### src/rtl/fft_frame_loader.sv
// Ping-pong frame loader in front of the 16-point FFT core: gathers one complex
// sample per cycle into a 16-slot bank (optionally bit-reversed) and presents full banks in parallel.
module fft_frame_loader #(
  parameter int DATA_W      = 16,
  parameter int N           = 16,
  parameter bit BIT_REVERSE = 1'b1
) (
  input  logic                  clk,
  input  logic                  rst,
  input  logic                  in_valid,
  output logic                  in_ready,
  input  logic [DATA_W-1:0]     in_real,
  input  logic [DATA_W-1:0]     in_imag,
  input  logic                  in_last,
  output logic                  out_valid,
  input  logic                  out_ready,
  output logic [N*DATA_W-1:0]   out_real_flat,
  output logic [N*DATA_W-1:0]   out_imag_flat,
  output logic [15:0]           frame_count,
  output logic                  err_misalign
);

  logic signed [DATA_W-1:0] re_q [2][N];
  logic signed [DATA_W-1:0] re_d [2][N];
  logic signed [DATA_W-1:0] im_q [2][N];
  logic signed [DATA_W-1:0] im_d [2][N];
  logic [1:0]  full_q, full_d;
  logic        wr_bank_q, wr_bank_d;
  logic        rd_bank_q, rd_bank_d;
  logic [3:0]  wr_idx_q, wr_idx_d;
  logic [15:0] frame_count_q, frame_count_d;
  logic        err_q, err_d;
  logic        accept, rel;
  logic [3:0]  slot;

  function automatic logic [3:0] bitrev4(input logic [3:0] v);
    return {v[0], v[1], v[2], v[3]};
  endfunction

  assign in_ready     = !full_q[wr_bank_q];
  assign out_valid    = full_q[rd_bank_q];
  assign frame_count  = frame_count_q;
  assign err_misalign = err_q;
  assign accept       = in_valid && in_ready;
  assign rel          = out_valid && out_ready;
  assign slot         = BIT_REVERSE ? bitrev4(wr_idx_q) : wr_idx_q;

  // Release and close always target different banks: the write bank is never full
  // while accepting, and the read bank is always full while releasing.
  always_comb begin
    re_d          = re_q;
    im_d          = im_q;
    full_d        = full_q;
    wr_bank_d     = wr_bank_q;
    rd_bank_d     = rd_bank_q;
    wr_idx_d      = wr_idx_q;
    frame_count_d = frame_count_q;
    err_d         = err_q;
    if (rel) begin
      for (int j = 0; j < N; j++) begin
        re_d[rd_bank_q][j] = '0;
        im_d[rd_bank_q][j] = '0;
      end
      full_d[rd_bank_q] = 1'b0;
      rd_bank_d         = ~rd_bank_q;
      frame_count_d     = frame_count_q + 16'd1;
    end
    if (accept) begin
      re_d[wr_bank_q][slot] = in_real;
      im_d[wr_bank_q][slot] = in_imag;
      wr_idx_d              = wr_idx_q + 4'd1;
      if (wr_idx_q == 4'hF || in_last) begin
        full_d[wr_bank_q] = 1'b1;
        wr_bank_d         = ~wr_bank_q;
        wr_idx_d          = 4'd0;
      end
      // in_last must coincide exactly with the 16th sample
      if ((wr_idx_q == 4'hF) != in_last) err_d = 1'b1;
    end
  end

  always_ff @(posedge clk) begin
    if (rst) begin
      for (int b = 0; b < 2; b++) begin
        for (int j = 0; j < N; j++) begin
          re_q[b][j] <= '0;
          im_q[b][j] <= '0;
        end
      end
      full_q        <= 2'b00;
      wr_bank_q     <= 1'b0;
      rd_bank_q     <= 1'b0;
      wr_idx_q      <= 4'd0;
      frame_count_q <= 16'd0;
      err_q         <= 1'b0;
    end else begin
      re_q          <= re_d;
      im_q          <= im_d;
      full_q        <= full_d;
      wr_bank_q     <= wr_bank_d;
      rd_bank_q     <= rd_bank_d;
      wr_idx_q      <= wr_idx_d;
      frame_count_q <= frame_count_d;
      err_q         <= err_d;
    end
  end

  for (genvar j = 0; j < N; j++) begin : g_out
    assign out_real_flat[j*DATA_W +: DATA_W] = re_q[rd_bank_q][j];
    assign out_imag_flat[j*DATA_W +: DATA_W] = im_q[rd_bank_q][j];
  end

endmodule
### config.mk
export PLATFORM = sky130hd
export DESIGN_NAME = fft_frame_loader
export DESIGN_NICKNAME = d
export VERILOG_FILES = /design/src/rtl/fft_frame_loader.sv
export SDC_FILE = /design/constraint.sdc
export NUM_CORES = 2
export LEC_CHECK = 0
export ABC_AREA = 1
export BUFFER_PORTS_ARGS = -buffer_cell sky130_fd_sc_hd__clkbuf_2
export CAP_MARGIN = 20
export CORE_AREA = 4 4 369 371
export CTS_BUF_LIST = sky130_fd_sc_hd__clkbuf_8
export DETAILED_ROUTE_END_ITERATION = 12
export DIE_AREA = 0 0 373 375
export SYNTH_ARGS = -nofsm -noshare
export SYNTH_HDL_FRONTEND = slang
export SYNTH_SLANG_ARGS = --single-unit
### constraint.sdc
create_clock -name clk -period 1.7 [get_ports clk]
set_clock_uncertainty 0.15 [all_clocks]
set_input_delay 0.17 -clock clk [delete_from_list [all_inputs] [get_ports clk]]
set_output_delay 0.17 -clock clk [all_outputs]
set_load 0.02 [all_outputs]
# Word level (Yosys, flattened, before mapping)
# Cells that the tools add are included.
[word_totals]
register_bits = 1049
output_inout_bits = 531
input_bits = 37
wordCells = 211
[op_classes]
muxes = 60
add_sub_neg = 2
reduce_logical = 11
bitwise = 56
order_cmp = 10
eq_ne = 2
[ops]
columns = ["cell", "n"]
rows = [
  ["512-bit bitwise AND", 32],
  ["512-bit NOT", 16],
  ["256-bit demux with 1-bit select", 17],
  ["256-bit two-way mux", 8],
  ["512-bit two-way mux", 4],
  ["512-bit bitwise mux", 2],
  ["240-bit two-way mux", 1],
  ["224-bit two-way mux", 1],
  ["208-bit two-way mux", 1],
  ["192-bit two-way mux", 1],
  ["176-bit two-way mux", 1],
  ["160-bit two-way mux", 1],
  ["144-bit two-way mux", 1],
  ["128-bit two-way mux", 1],
  ["112-bit two-way mux", 1],
  ["96-bit two-way mux", 1],
  ["80-bit two-way mux", 1],
  ["16-bit demux with 4-bit select", 1],
  ["64-bit two-way mux", 1],
  ["48-bit two-way mux", 1],
  ["16-bit two-way mux", 2],
  ["32-bit two-way mux", 1],
  ["16-bit by 1-bit adder with 16-bit output (second input constant)", 1],
  ["1-bit logical AND", 7],
  ["22 further kinds", 37],
]

# Depth between registers and ports, before layout
[depth]
word_depth = 25
depth_mapped = 10
mapped_depth_nobuf = 9

# Least setup slack after synthesis
# OpenSTA, ideal clock, no wires.
[synth_path]
kind = "reg-to-reg"
start = "reg wr_idx_q[0]"
end = "reg re_q[234] in the netlist's numbering"
t_arrival_ps = 1531
path_slack_ps = -51
required_ps = 1480
stages_incl_launch_ff = 8
setup_ps = 70
path_buffers = 1
cell_sequence = "dfxtp_1 -> inv_1 -> ha_1 -> nand3_1 -> nor2_1 -> clkbuf_1 -> nand3_1 -> a21oi_1"
[synth_between]
elab_chain_cells = 9
elab_cells_between_ends = 10
classes_between = "order compare: 2; mux: 6; bitwise: 1; reduce/logical: 1"
[synth_rtl]
columns = ["item", "line", "source"]
rows = [
  ["start: declaration", "30", "logic [3:0] wr_idx_q, wr_idx_d;"],
  ["start signal: assignment", "102", "wr_idx_q <= wr_idx_d;"],
  ["4-bit NOT with 5-bit output (not written as such) (*)", "69", "re_d[wr_bank_q][slot] = in_real;"],
  ["5-bit >= comparator (not written as such) / 5-bit by 1-bit less-than comparator with 1-bit output (equally long branches)", "69", ""],
  ["1-bit logical AND (not written as such)", "69", ""],
  ["16-bit two-way mux (not written as such)", "69", ""],
  ["16-bit demux with 4-bit select (*)", "69", ""],
  ["256-bit two-way mux (not written as such) (*)", "69", ""],
  ["256-bit demux with 1-bit select (*)", "69", ""],
  ["512-bit bitwise mux (*)", "69", ""],
  ["512-bit two-way mux (*)", "68", "if (accept) begin"],
  ["end signal: assignment", "97", "re_q <= re_d;"],
  ["end: declaration", "23", "logic signed [DATA_W-1:0] re_q [2][N];"],
]
# Mark *: on every way between the ends. The rest lies on a longest branch, timed or not.
# A chain may end at the register's enable or synchronous reset.

# Worst setup path in the final report
[layout_path]
start = "reg rd_bank_q"
end = "out out_imag_flat[66]"
[layout_between]
elab_chain_cells = 4
[layout_rtl]
columns = ["item", "line", "source"]
rows = [
  ["start: declaration", "29", "logic rd_bank_q, rd_bank_d;"],
  ["start signal: assignment", "101", "rd_bank_q <= rd_bank_d;"],
  ["1-bit NOT with 2-bit output (not written as such)", "110", "assign out_imag_flat[j*DATA_W +: DATA_W] = im_q[rd_bank_q][j];"],
  ["256-bit two-way mux (3 in a row)", "-", ""],
  ["end: declaration", "18", "output logic [N*DATA_W-1:0] out_imag_flat,"],
]
# Every way passes these cells. The select of a mux whose other input is x is not followed.

==> impl_metrics.yaml <==
yosys:
  synth_xor_area_share_pct: 0.0190
  synth_seq_cells: 1049
  syn_nets: 6645
  yosys_warnings: 0
  synth_area_um2: 46200
  synth_top_family_by_area: "simple AND/OR/NAND/NOR gates"
  synth.avg_cell_area_um2: 7.00
  muxShareOfSynthArea_pct: 0
  ys_types: 31
  yosysSeqAreaShare_pct: 45.4
  synthAdderAreaFrac_pct: 0.162
  synth-compound-area-share_pct: 23.7
  synthSimpleGateAreaFrac_pct: 24.0
  syn_inst: 6602
clock_tree:
  cts_tree: "done"
  htreeDepth: 4
  clockBufferDepth: 3
  numCtsBuffers: 183
  cts_root_buf: "clkbuf_8"
  path_clk_slew_ns: 0.06
  cts_sinks: 1049
  clkLatencyLatePin_ns: 0.93
floorplan:
  die_w_um: 373
  fp-row-count: 134
  ios: 568
  die_y_um: 375
  core-area_um2: 133000
  die_area_um2: 140000
  start_util_pct: 34.8
finish:
  synthToLayoutAreaGrowth_pct: 31.8
  postLayoutCoreUtil_pct: 45.8
  seq_area_um2: 21000
  layout-drive-gt1-share_pct: 20.2
  multi_input_area_um2: 23100
  fin_nets: 7162
  layout_common_cells: "nand2_1, dfxtp_1, nor2_1"
  layout.cells.non_filler: 9034
  final_common_cell: "nand2_1"
  fillers: 13126
global_routing:
  grt_max_degree: 117
  antenna_found_initial: 8
  grt_usage_pct: 27.0
  overflow: 0
  first_global_vias: 45373
  grt_pass1_wl_mm: 294
placed_design:
  place_ws_ns: -0.358
  dp_hpwl_mm: 118
  dp.cells: 8620
  io_buffer_count: 567
  gp_congestion: 0.840
critical_path:
  crit_type: "reg2out"
  endpoint_kind: "primary output"
  path_max_fanout: 12
  required_ns: 1.38
  cp.arrival_ns: 2.32
  startpoint_type: "flop"
routing:
  ant_nets: 0
  drt-vias-per-instance: 5.44
  first_iter_violations: 5721
  wirelength_mm: 200
  detail_route.wl_per_cell_um: 22.1
  post-route-drc-count: 0
  vias: 49157
  drt-pass1-iter-count: 6
sta:
  rsz0062_at_grt: "true"
  period_minus_slack_ns: 2.64
  tns_ns: -629.54
  fmax_mhz: 379
  slew_violations: 0
  finalSetupViolations: 1568
  hold_viol_final: 0
  worst_pin_slew_ns: 0.870
  final.setup.worst_slack_ns: -0.937
  period_share_pct: 155
  hold_ws_ns: 0.106
  slew_headroom_pct: 42.0
pwr:
  pwr_density_cell_nw_per_um2: 907
  cellLeakagePower_nw: 25.1
  ir_worst_vdd_v: 0.000751
run_status:
  failed_checks: "setup timing"
  status: "finished, violations left"
hold_path:
  hp-class: "in2reg"
run:
  cap_violations: 0
-- worst max-delay path: stages, from the launching register on --
cell and delay, ns:
dfxtp_4 0.38, inv_8 0.09, buf_16 0.17, buf_12 0.13, buf_12 0.16, buf_16 0.16
nand2_1 0.06, nand2_1 0.08, clkbuf_8 0.15
-- per-layer routing --
metal  global-route usage, %  routed length, um  up-vias
li1                        -                  -    23061
met1                    35.5              83900    23470
met2                    42.7              91300     2217
met3                    5.03              15500      407
met4                    12.8               9270        2
met5                       0                 20        -
-- kinds of logic after synthesis --
kind of cell / count (synthesis)
adder cells (fa/ha/maj): 6
flip-flops: 1049
XOR/XNOR: 1
AND/OR/NAND/NOR: 2839
buffers and inverters: 742
AO/OA/AOI/OAI: 1965
-- final cells by class --
cell class / instances / area share (%)
inverter: 45 / 0.361
sequential: 1049 / 34.5
multi-input combinational: 4811 / 37.9
tap: 1768 / 3.63
antenna: 6 / 0.0246
clock buffer: 221 / 4.99
timing repair buffer: 1029 / 17.7
clock inverter: 105 / 0.906
-- state kept, by name, indices dropped and copies added, names as in the netlist --
signal / count
wr_idx_q: 4
re_q: 512
full_q: 2
rd_bank_q: 1
wr_bank_q: 1
err_misalign: 1
im_q: 512
frame_count: 16
-- where the power goes --
group          internal (mW)  total [mW]  switching, mW
Sequential              24.8        25.0          0.148
Clock                   12.0        23.1           11.2
Combinational           2.54        7.12           4.58
-- cell usage after synthesis (all sizes together) --
| cell | number | area [um^2] |
|---|---|---|
| a211oi | 2 | 15.0 |
| a21oi | 591 | 2960 |
| a22oi | 445 | 3340 |
| and2 | 1 | 6.26 |
| buf | 212 | 1080 |
| clkbuf | 485 | 1820 |
| dfxtp | 1049 | 21000 |
| ha | 6 | 75.1 |
| inv | 45 | 174 |
| nand2 | 1618 | 6090 |
| nand3 | 227 | 1140 |
| nand4 | 7 | 50.1 |
| nor2 | 979 | 3750 |
| nor3 | 5 | 25.0 |
| nor3b | 2 | 15.0 |
| o21a | 1 | 15.0 |
| o21ai | 924 | 4620 |
| o21bai | 2 | 15.0 |
| xnor2 | 1 | 8.76 |
-- path summary, 6_finish.rpt --
kind | slack (ns) | startpoint | cells past startpoint | end
min reg2reg | 0.31 | err_misalign | 2 | err_misalign
max | -0.94 | rd_bank_q | 8 | out_imag_flat[66]
min | 0.11 | in_imag[3] | 4 | im_q[307]
max reg2reg | -0.34 | wr_idx_q[3] | 8 | im_q[53]
-- stage by stage --
stage	area (um^2)	power (mW)
6_report	60900	55.2
3_3_place_gp	53700	31.5
2_1_floorplan	46500	28.8
4_1_cts	59900	55.3
3_5_place_dp	53700	31.5
5_1_grt	60900	57.1
-- timing repair --
action,CTS,global route
hold endpoints to repair,1049,0
hold buffers,37,0
cloned,17,9
resized for setup,408,305
pin swaps,29,22
setup buffers,16,4
endpoints found under the setup margin,1569,1575
(Power assumes the default switching activity.)
